**config.mk**
```make
export PLATFORM = sky130hd
export DESIGN_NAME = alu_op_sequencer
export DESIGN_NICKNAME = d
export VERILOG_FILES = /design/src/rtl/alu_op_sequencer.sv
export SDC_FILE = /design/constraint.sdc
export NUM_CORES = 1
export LEC_CHECK = 0
export BUFFER_PORTS_ARGS = -buffer_cell sky130_fd_sc_hd__buf_2
export CORE_AREA = 5 5 131 133
export DETAILED_ROUTE_END_ITERATION = 16
export DIE_AREA = 0 0 136 138
export GPL_TIMING_DRIVEN = 0
export SETUP_SLACK_MARGIN = 0.1
export SLEW_MARGIN = 15
export SYNTH_ARGS = -nofsm -noshare
export SYNTH_HDL_FRONTEND = slang
export SYNTH_SLANG_ARGS = --single-unit
```
**constraint.sdc**
```tcl
create_clock -name clk -period 4.7 [get_ports clk]
set_clock_uncertainty 0.1 [all_clocks]
set_input_delay 0.705 -clock clk [delete_from_list [all_inputs] [get_ports clk]]
set_output_delay 0.705 -clock clk [all_outputs]
set_load 0.03 [all_outputs]
```
**src/rtl/alu_op_sequencer.sv**
```systemverilog
// alu_op_sequencer: valid/ready request driver for a registered 32-bit ALU.
// Optional opcode check (reject opcodes > 3 with rsp_err) under ALU_SEQ_OPCHK_EN.
module alu_op_sequencer #(
   parameter int CAP_LAT = 3,
   parameter int CNT_W   = 2
) (
   input  logic        clk,
   input  logic        rst,
   input  logic        req_valid,
   output logic        req_ready,
   input  logic [31:0] req_a,
   input  logic [31:0] req_b,
   input  logic [6:0]  req_op,
   output logic [31:0] alu_a,
   output logic [31:0] alu_b,
   output logic [6:0]  alu_opcode,
   input  logic [31:0] alu_o,
   input  logic [4:0]  alu_flags,
   output logic        rsp_valid,
   input  logic        rsp_ready,
   output logic [31:0] rsp_result,
   output logic [4:0]  rsp_flags,
   output logic        rsp_err,
   output logic        busy
);

   typedef enum logic [1:0] {
      S_IDLE,
      S_WAIT,
      S_RESP
   } state_t;

   state_t           state_q, state_d;
   logic [CNT_W-1:0] cnt_q, cnt_d;
   logic [31:0]      alu_a_q, alu_a_d;
   logic [31:0]      alu_b_q, alu_b_d;
   logic [6:0]       alu_op_q, alu_op_d;
   logic             rsp_valid_q, rsp_valid_d;
   logic [31:0]      rsp_result_q, rsp_result_d;
   logic [4:0]       rsp_flags_q, rsp_flags_d;
   logic             accept;
   logic             op_bad;

`ifdef ALU_SEQ_OPCHK_EN
   logic rsp_err_q, rsp_err_d;
   assign op_bad  = (req_op > 7'd3);
   assign rsp_err = rsp_err_q;
`else
   assign op_bad  = 1'b0;
   assign rsp_err = 1'b0;
`endif

   assign req_ready = (state_q == S_IDLE);
   assign busy      = (state_q != S_IDLE);
   assign accept    = req_valid & req_ready;

   always_comb begin
      state_d      = state_q;
      cnt_d        = cnt_q;
      alu_a_d      = alu_a_q;
      alu_b_d      = alu_b_q;
      alu_op_d     = alu_op_q;
      rsp_valid_d  = rsp_valid_q;
      rsp_result_d = rsp_result_q;
      rsp_flags_d  = rsp_flags_q;
`ifdef ALU_SEQ_OPCHK_EN
      rsp_err_d    = rsp_err_q;
`endif
      unique case (state_q)
         S_IDLE: begin
            if (accept && op_bad) begin
               // illegal op never reaches the ALU; answer immediately
               state_d      = S_RESP;
               rsp_valid_d  = 1'b1;
               rsp_result_d = '0;
               rsp_flags_d  = '0;
`ifdef ALU_SEQ_OPCHK_EN
               rsp_err_d    = 1'b1;
`endif
            end else if (accept) begin
               state_d  = S_WAIT;
               alu_a_d  = req_a;
               alu_b_d  = req_b;
               alu_op_d = req_op;
               cnt_d    = CNT_W'(CAP_LAT - 1);
            end
         end
         S_WAIT: begin
            if (cnt_q == '0) begin
               state_d      = S_RESP;
               rsp_valid_d  = 1'b1;
               rsp_result_d = alu_o;
               rsp_flags_d  = alu_flags;
`ifdef ALU_SEQ_OPCHK_EN
               rsp_err_d    = 1'b0;
`endif
            end else begin
               cnt_d = cnt_q - CNT_W'(1);
            end
         end
         S_RESP: begin
            if (rsp_ready) begin
               state_d     = S_IDLE;
               rsp_valid_d = 1'b0;
            end
         end
         default: state_d = S_IDLE;
      endcase
   end

   always_ff @(posedge clk or posedge rst) begin
      if (rst) begin
         state_q      <= S_IDLE;
         cnt_q        <= '0;
         alu_a_q      <= '0;
         alu_b_q      <= '0;
         alu_op_q     <= '0;
         rsp_valid_q  <= 1'b0;
         rsp_result_q <= '0;
         rsp_flags_q  <= '0;
      end else begin
         state_q      <= state_d;
         cnt_q        <= cnt_d;
         alu_a_q      <= alu_a_d;
         alu_b_q      <= alu_b_d;
         alu_op_q     <= alu_op_d;
         rsp_valid_q  <= rsp_valid_d;
         rsp_result_q <= rsp_result_d;
         rsp_flags_q  <= rsp_flags_d;
      end
   end

`ifdef ALU_SEQ_OPCHK_EN
   always_ff @(posedge clk or posedge rst) begin
      if (rst) begin
         rsp_err_q <= 1'b0;
      end else begin
         rsp_err_q <= rsp_err_d;
      end
   end
`endif

   assign alu_a      = alu_a_q;
   assign alu_b      = alu_b_q;
   assign alu_opcode = alu_op_q;
   assign rsp_valid  = rsp_valid_q;
   assign rsp_result = rsp_result_q;
   assign rsp_flags  = rsp_flags_q;

endmodule

```
## Yosys cells after proc, flatten, opt, wreduce, memory -nomap -nowiden

Index checks and enable logic that the tools add are counted.

| cells by class | value |
|---|---|
| bitwise gates (word level) | 1 |
| multiplexer cells | 10 |
| reductions and logical operators | 10 |
| equality and inequality tests | 6 |
| add/subtract/negate cells | 1 |

Operator list:

| operator | count |
|---|---|
| two-way mux 2 bit | 5 |
| AND reduction 3 bit | 3 |
| != test 2 bit (second input constant) | 3 |
| case mux 2 bit (3 select lines) | 1 |
| nonzero test 2 bit | 3 |
| zero test 2 bit | 2 |
| case mux 2 bit (2 select lines) | 1 |
| AND reduction 2 bit | 2 |
| equality test 2 x 1 -> 1 bit (second input constant) | 1 |
| equality test 2 bit (second input constant) | 1 |
| two-way mux 1 bit | 2 |
| != test 2 x 1 -> 1 bit (second input constant) | 1 |
| case mux 1 bit (2 select lines) | 1 |
| subtractor 2 x 1 -> 2 bit (second input constant) | 1 |
| bitwise AND 1 bit | 1 |

| word-level totals | value |
|---|---|
| output and inout port bits | 112 |
| input bits | 112 |
| logic and storage cells | 36 |
| flip-flop bits (word level) | 113 |

## Longest topological paths before layout

| logic depth | value |
|---|---|
| depth in word-level cells | 4 |
| gate-level depth with buffers | 6 |

## Worst setup path before layout

No wires, ideal clock.

| path | value |
|---|---|
| kind | reg2out |
| start point | register state_q[0] |
| end point | output port busy |
| data required time | 3.895 ns |
| buffers on the path | 0 |
| arrival time | 1.011 ns |
| setup slack | 2.884 ns |
| cell stages (with the launch flop) | 3 |
| cell sequence | dfrtp_1 -> nor2_2 -> inv_1 |

| between the ends | value |
|---|---|
| longest elaborated chain between the ends | 1 |

RTL lines:

| item | RTL line | source |
|---|---|---|
| start: declaration | 33 | `state_t state_q, state_d;` |
| start signal: assignment | 122 | `state_q <= state_d;` |
| nonzero test 2 bit | 54 | `assign busy = (state_q != S_IDLE);` |
| end: declaration | 24 | `output logic busy` |

Every way passes these cells.

## Final worst setup path

| path | value |
|---|---|
| start point | register state_q[0] |
| end point | output port req_ready |

| between the ends | value |
|---|---|
| longest elaborated chain between the ends | 1 |

RTL lines:

| item | RTL line | source |
|---|---|---|
| zero test 2 bit | 53 | `assign req_ready = (state_q == S_IDLE);` |
| end: declaration | 10 | `output logic req_ready,` |

Every way passes these cells.

==> flow_summary.toml <==
[drt]
drt_iter0_drc = 44
vias = 3045
ant_nets = 0
firstDrtPassIters = 4
routed_wl_microns = 11100
viasPerCell = 4.15
drc = 0
wl_per_cell_microns = 15.1

[pwr]
p_leak_nw = 3.35
p_int_w = 0.00343
switchingPower_w = 0.00233
pwr_density_cell_mw_per_mm2 = 869
power_frac_comb = 0.493
peakVddDrop_mv = 0.457
netSwitchingFraction = 0.405
p_total_w = 0.00576
p_seq_frac = 0.301
clkPwrFrac = 0.206

[sta]
grt_setup_unrepaired = "false"
setup_viol = 0
finalCritPeriodShare = 0.441
drv_slew = 0
fmax_mhz = 482
hold_viol_final = 0
timing.final.crit_period_ps = 2070
setup_slack_ps = 2630

[worst_setup_path]
path_cells = "nor2_2 -> buf_2"
cp.arrival_ps = 1270
cp-end-kind = "output port"
cp-start-kind = "flop"
cp_slowest_stage_delay_ps = 460
critical_path_buf_inv_count = 1
crit_cells = 2
worstPathRequired_ps = 3890
r2r_end = "rsp_flags[1]"
r2r_cells = 6
rr_startpoint = "cnt_q[0]"
slowest_stage = "dfrtp_1"
cp_max_fo = 8
crit_type = "reg2out"
r2r_slack_ps = 2940
path_delay_family = "flip-flops"

[yosys]
ys_seq_area_frac = 0.606
syn_area_per_cell_sq_um = 17.8
syn_area_sq_mm = 0.00467
yosys_warnings = 0
ys_seq_elements = 113
synthCells = 262
syn_nets = 376
ys_types = 23
synth_area_leader_cell = "dfrtp_1"
synth_top_area_frac = 0.606
netlist_top_cells_area = "dfrtp_1 61%, mux2_4 23%, mux2_2 9.2%"

[die]
fp.dieH_microns = 138
die_w_microns = 136
start_util = 0.297
core_sq_mm = 0.0157
rows = 46
pin_count = 224
dieArea_sq_mm = 0.0188

[cts]
path_clk_slew_ps = 50
ctsResizeCount = 0
cts_tree = "built"
htree_levels = 4
root_buffer = "clkbuf_16"
clock_path_buffers = 2
clock_latency_ps = 400
postCtsSetupBuffers = 0
clkSinkCount = 113
cts_hold_buf = 0
cts_buffers = 17

[global_route]
grt_usage = 0.119
grt_pass1_vias = 3362
antenna_found_initial = 0
overflow = 0
grt_first_pass_wirelength_microns = 17600
grt_max_degree = 70

[finish]
area_growth_pct = 42.1
n_antenna_cell = 0
drive_above_1_share = 0.729
instances_no_fill = 733
fin_nets = 618
post-route-util = 0.422
fill_cells = 1486

[placement]
place_hpwl_microns = 8190
place.gp.congestion = 0.739
io_buffers = 222
dp_slack_ps = 2850
dp_cells = 701

[run]
cap_violations = 0

[outcome]
status = "finished clean"

[worst_hold_path]
hold_class = "in2async"
power by group through the flow:
| stage | Clock (W) | Sequential, W | Combinational, W |
|---|---|---|---|
| CTS | 0.00123 | 0.00174 | 0.00289 |
| floorplan | 0 | 0.00271 | 0.00113 |
| detailed placement | 0 | 0.00175 | 0.00288 |
| global route | 0.00127 | 0.00180 | 0.00299 |
| finish | 0.00119 | 0.00174 | 0.00284 |
| global placement | 0 | 0.00173 | 0.00284 |
registers in the layout, summed over array words and instances (netlist names):
register and cells:
alu_a 32, alu_b 32, rsp_result 32, alu_opcode 7
rsp_flags 5, cnt_q 2, state_q 2, rsp_valid 1
worst max path at each step:
| stage | startpoint | end | slack (ps) |
|---|---|---|---|
| after floorplan | rst | alu_a[0] | 910 |
| after global placement | rst | rsp_result[17] | -300 |
| after detailed placement | req_valid | alu_opcode[0] | 2850 |
| after CTS | state_q[0] | req_ready | 2590 |
| after global routing | state_q[0] | busy | 2530 |
| final | state_q[0] | req_ready | 2630 |
metal layers:
| metal | global-route usage | vias up | wire [microns] |
|---|---|---|---|
| li1 | - | 1397 | - |
| met1 | 0.136 | 1483 | 4510 |
| met2 | 0.191 | 146 | 5240 |
| met3 | 0.0566 | 19 | 1080 |
| met4 | 0.0509 | 0 | 253 |
| met5 | 0 | - | 0 |
cell usage after synthesis (all sizes together):
cell type  instances
nand2              1
and2               1
nor3               1
inv                6
nor2               4
ha                 2
o31ai              1
nand3              1
buf               13
dfrtp            113
mux2             108
o21a               1
conb               1
and3               1
a21oi              4
o21ai              2
nor2b              1
a311oi             1
kinds of logic (layout without fill, tap and decap cells):
group	after synthesis	after routing	share of synthesized area
flip-flops	113	113	0.606
AO/OA/AOI/OAI	9	9	0.0115
AND/OR/NAND/NOR	10	10	0.0113
other	1	1	0.000804
adder cells (fa/ha/maj)	2	2	0.00536
multiplexers	108	108	0.317
buffers and inverters	19	274	0.0483
cells in the final DEF, fill, tap and decap left out, types with 2 or more instances in the layout:
master,count
buf_12,8
clkinvlp_4,2
buf_4,2
mux2_2,38
nor2_1,3
clkinv_2,7
o21ai_0,2
ha_1,2
mux2_4,70
clkbuf_16,17
buf_2,223
buf_6,2
clkbuf_8,2
clkbuf_1,2
inv_1,5
dfrtp_1,113
a21oi_1,4
stage by stage:
step | hold WS, ps | cell area (sq um) | setup TNS [ps]
floorplan | 413 | 4670 | 0
global placement | 385 | 6050 | -32150
detailed placement | 387 | 6080 | 0
CTS | 214 | 6630 | 0
global route | 233 | 6630 | 0
finish | 208 | 6630 | 0
cell type report:
type,instances,area [sq um],share of cell area
Inverter,6,27.5,0.00415
Clock buffer,21,460,0.0694
Timing Repair Buffer,223,1140,0.172
Buffer,13,203,0.0306
Sequential cell,113,2830,0.426
Clock inverter,11,88.8,0.0134
Tap cell,216,270,0.0408
Multi-Input combinational cell,130,1610,0.243
No activity file was read; power rests on OpenSTA's default activity.
